--- config.mk ---
export PLATFORM = sky130hd
export DESIGN_NAME = dec_rr_arbiter
export DESIGN_NICKNAME = d
export VERILOG_FILES = /design/src/rtl/dec_rr_arbiter_pkg.sv /design/src/rtl/dec_rr_arbiter_pick.sv /design/src/rtl/dec_rr_arbiter.sv
export SDC_FILE = /design/constraint.sdc
export NUM_CORES = 1
export LEC_CHECK = 0
export CAP_MARGIN = 20
export CORE_AREA = 2 2 47 70
export DETAILED_ROUTE_END_ITERATION = 8
export DIE_AREA = 0 0 49 72
export PLACE_DENSITY = 0.82
export SETUP_SLACK_MARGIN = 0.15
export SLEW_MARGIN = 10
export SYNTH_ARGS = -nofsm -noshare
export SYNTH_HDL_FRONTEND = slang
export SYNTH_SLANG_ARGS = --single-unit
--- constraint.sdc ---
create_clock -name clk -period 7.5 [get_ports clk]
set_input_delay 2.25 -clock clk [delete_from_list [all_inputs] [get_ports clk]]
set_output_delay 2.25 -clock clk [all_outputs]
set_load 0.05 [all_outputs]
--- src/rtl/dec_rr_arbiter_pkg.sv ---
// dec_rr_arbiter_pkg: shared sizes, FSM encoding and one-hot helper for the decoder arbiter
package dec_rr_arbiter_pkg;
  localparam int NREQ = 8;
  localparam int IDXW = 3;
  typedef enum logic [1:0] {IDLE = 2'd0, GRANT = 2'd1, GAP = 2'd2} state_e;
  function automatic logic [NREQ-1:0] onehot(input logic [IDXW-1:0] idx);
    onehot = NREQ'(1) << idx;
  endfunction
endpackage

--- src/rtl/dec_rr_arbiter_pick.sv ---
// rr_pick8: rotating priority encoder, first requester after ptr wins, ptr itself is last
module rr_pick8
  import dec_rr_arbiter_pkg::*;
(
  input  logic [NREQ-1:0] req,
  input  logic [IDXW-1:0] ptr,
  output logic [IDXW-1:0] idx,
  output logic            any
);
  // scan farthest to nearest so the nearest requester after ptr is the last write
  always_comb begin
    idx = ptr;
    any = |req;
    for (int k = NREQ; k >= 1; k--)
      if (req[ptr + IDXW'(k)]) idx = ptr + IDXW'(k);
  end
endmodule

--- src/rtl/dec_rr_arbiter.sv ---
// dec_rr_arbiter: break-before-make round-robin owner select for a shared dec3to8.
// Optional per-owner hold limit enabled by defining DEC_ARB_TIMEOUT_EN.
module dec_rr_arbiter
  import dec_rr_arbiter_pkg::*;
#(
  parameter int MAXHOLD = 15
) (
  input  logic            clk,
  input  logic            rst_n,
  input  logic [NREQ-1:0] req,
  input  logic            rel,
  output logic [IDXW-1:0] sel,
  output logic            en,
  output logic [NREQ-1:0] gnt,
  output logic            busy,
  output logic            tout
);
  if (MAXHOLD < 2 || MAXHOLD > 255) begin : g_bad_maxhold
    $error("MAXHOLD must be within 2..255");
  end
  state_e          state_q, state_d;
  logic [IDXW-1:0] sel_q, sel_d, ptr_q, ptr_d, idx;
  logic [NREQ-1:0] gnt_q;
  logic            en_q, en_d, tout_q, tout_d, any, keep, expire;
  rr_pick8 u_pick (
    .req(req),
    .ptr(ptr_q),
    .idx(idx),
    .any(any)
  );
  assign keep = req[sel_q] && !rel;
`ifdef DEC_ARB_TIMEOUT_EN
  logic [7:0] hold_q, hold_d;
  // counter sits at zero outside GRANT, so it is already cleared on GRANT entry
  assign hold_d = state_q == GRANT ? hold_q + 8'd1 : 8'd0;
  assign expire = state_q == GRANT && req[sel_q] && hold_q == 8'(MAXHOLD - 1);
  always_ff @(posedge clk or negedge rst_n)
    if (!rst_n) hold_q <= 8'd0;
    else hold_q <= hold_d;
`else
  assign expire = 1'b0;
`endif
  // IDLE and GAP arbitrate identically; GRANT only holds or drops to GAP
  always_comb begin
    state_d = any ? GRANT : IDLE;
    sel_d   = any ? idx : sel_q;
    ptr_d   = any ? idx : ptr_q;
    en_d    = any;
    tout_d  = 1'b0;
    if (state_q == GRANT) begin
      state_d = keep && !expire ? GRANT : GAP;
      sel_d   = sel_q;
      ptr_d   = ptr_q;
      en_d    = keep && !expire;
      tout_d  = expire;
    end
  end
  always_ff @(posedge clk or negedge rst_n)
    if (!rst_n) begin
      state_q <= IDLE;
      sel_q   <= '0;
      ptr_q   <= IDXW'(NREQ - 1);
      en_q    <= 1'b0;
      gnt_q   <= '0;
      tout_q  <= 1'b0;
    end else begin
      state_q <= state_d;
      sel_q   <= sel_d;
      ptr_q   <= ptr_d;
      en_q    <= en_d;
      gnt_q   <= en_d ? onehot(sel_d) : '0;
      tout_q  <= tout_d;
    end
  assign sel  = sel_q;
  assign en   = en_q;
  assign gnt  = gnt_q;
  assign busy = state_q != IDLE;
  assign tout = tout_q;
endmodule
==> impl_results.md <==
* Final setup fails at 0
* Vias in the first global route at between 1,000 and 1,500
* Post-synth ARST share at 100%
* Antenna viol nets, final at 0
* Most common cell after layout, fill and taps aside: clkdlybuf4s50_1
* DP Wirelength at 3110 µm
* Initial antenna violation count at 0
* CP Class: in -> reg
* Main synth FF type: dfrtp_1
* Initial core utilization at 56.1%
* Die Y at 72 µm
* CP peak stage delay at 0.59 ns
* CP Capture Type: flip-flop
* Total CTS buffers at 3
* Clock period minus worst slack at 4.57 ns
* Rows at 24
* Maxcap violations at 0
* Max Slew Vio Count at 0
* Crit path cell chain: clkdlybuf4s50_1 -> mux4_2 -> a22o_1 -> a2111oi_2 -> nor2_1 -> a31oi_4 -> a21oi_4 -> inv_2 -> nor3_1
* FF+latch count, synth at 16
* Final WL at 3840 µm
* Reg clk slew, reported paths at 0.06 ns
* CTS max path bufs at 2
* Die ar. at around 3500 µm²
* Largest net degree at the start of global routing at 25
* Vias at 1,383
* Worst-skew pair later-pin latency at 0.25 ns
* PortBufs at 23
* Post-route DRC at 0
* Share of layout cells above drive strength 1 at around a quarter
* Routability cong. at 0.905
* Global route overflow at 0
* Total setup buffers inserted after CTS at 0
* Final Hold Fails at 0
* Fill cells at 256
* Vias per inst at roughly 6.3
* First-pass GRT wire length at 6240 µm
* Final setup TNS at 0 ns
* I/O pin count at 25
* Wire length per cell at 17.5 µm
* Cells after Synth at 161
* Total global routing track utilization at 23.3%
* Most frequent cells in the layout: clkdlybuf4s50_1, nand2_1, dfrtp_1, mux2i_1, mux4_2
* # hold bufs at CTS at 0
* Syn Area/Cell at 10.1 µm²
* Part of the cycle the worst path needs at 61.0%
* Rel. slew slack at a little under half
* N_diodes at 0
* Actual slew at the worst max-slew pin at 0.810 ns
* Maximum clock frequency at 219 MHz
* Unrepaired setup endpoints after global routing: no
* Critical Path Start Type: primary input
* Register area share after synthesis at 24.8%
* CP max-delay cell: mux4_2
* CP arrival at 4.69 ns
* Sink Count at 16
* Synthesized cell area at 1630 µm²
* Clock tree root buffer cell: clkbuf_8
* Placement-stage cell area at 1860 µm²
* Util after Layout at 65.7%
* Syn Nets at 174
* Area Overhead vs Synth at 17.2%
* Worst path required time at 7.62 ns
* Core area at 2910 µm²
* Horiz. Die Dim at 49 µm
* EDFF count, synth at 0
* H-tree depth at 1
* Clock skew at 0.00438 ns
* Post-route cell area at 1910 µm²
* Starting DRC count in detailed routing at 39
* Synth warn at 0
* Layout net count at 194
* Worst-path fanout max at 9
* DRT Pass-1 Iters at 4
* Outcome: finished clean
* Unique cell type count in the Yosys netlist at 58
* Hold Crit Class: reg -> reg
* CTS tree: yes
* CTS resizes at 0
flip-flops by register name, indices dropped and copies added (netlist names):
register / flops
gnt: 8
ptr_q: 3
sel: 3
state_q: 2
worst max-delay path: cells and delay by family:
kind,cells,cell delay (ns)
muxes,1,0.59
and+or+nand+nor,2,0.19
buffers and inverters,2,0.69
AOI/OAI and AO/OA,4,0.96
area by class of cell:
type / count / area [µm²] / area share [%]
clock buffers: 4 / 55.1 / 2.88
multi-input cells: 129 / 1140 / 59.8
well taps: 39 / 48.8 / 2.55
flip-flops and latches: 16 / 404 / 21.1
repair buffers: 23 / 230 / 12.0
inverters: 8 / 30.0 / 1.57
final timing paths:
| path | slack (ns) | endpoint | from | cells after the start |
|---|---|---|---|---|
| max in group asynchronous | 4.66 | gnt[4]$_DFF_PN0_ | rst_n | 1 |
| max | 2.93 | gnt[1]$_DFF_PN0_ | req[0] | 9 |
| min in group asynchronous | 2.41 | state_q[0]$_DFF_PN0_ | rst_n | 1 |
| max reg2reg | 4.14 | gnt[1]$_DFF_PN0_ | ptr_q[0]$_DFFE_PN1P_ | 9 |
| min | 0.60 | state_q[1]$_DFF_PN0_ | state_q[1]$_DFF_PN0_ | 2 |
| min reg2reg | 0.60 | state_q[1]$_DFF_PN0_ | state_q[1]$_DFF_PN0_ | 2 |
synthesized netlist by cell type (2+ instances only):
cell type / n / area (µm²)
nand2_1: 16 / 60.1
mux4_2: 10 / 225
nor2_1: 7 / 26.3
o21ai_1: 3 / 15.0
buf_2: 4 / 20.0
a31oi_4: 2 / 42.5
buf_6: 2 / 22.5
nor4_1: 3 / 18.8
mux2_2: 8 / 90.1
inv_1: 6 / 22.5
ha_1: 2 / 25.0
nand3_1: 2 / 10.0
nand2b_1: 3 / 18.8
o211ai_1: 2 / 15.0
nor3_1: 5 / 25.0
dfrtp_1: 13 / 325
mux2i_1: 12 / 120
nor2b_1: 4 / 25.0
or3_1: 2 / 12.5
xnor2_1: 3 / 26.3
dfstp_2: 3 / 78.8
nor3b_2: 4 / 50.1
a22oi_1: 2 / 15.0
a21oi_1: 8 / 40.0
a31oi_1: 2 / 12.5
kinds of logic after synthesis:
kind of cell | synth area share [%]
compound gates | 20.7
xor+xnor | 2.15
fa+ha+maj | 1.53
buf+inv | 5.13
flops | 24.8
mux | 28.4
other cells | 0.230
simple gates | 17.1
per-stage QoR:
stage	setup WS [ns]	hold slack [ns]	std cells
6_report	2.93	0.598	219
5_1_grt	2.82	0.635	219
4_1_cts	2.92	0.589	219
3_5_place_dp	2.66	0.578	215
3_3_place_gp	2.74	0.550	215
2_1_floorplan	3.46	0.522	161
metal layers:
| metal | part of all wire [%] | routed length (µm) | track usage [%] |
|---|---|---|---|
| met2 | 56 | 2150 | 44.3 |
| met5 | 0 | 0 | 0 |
| met1 | 37 | 1440 | 24.7 |
| met3 | 2.5 | 95 | 1.65 |
| met4 | 4.2 | 163 | 14.9 |
Power is left out: the tool's default activity adds up to more than one toggle a clock period on the data nets, which glitch-free logic cannot reach.
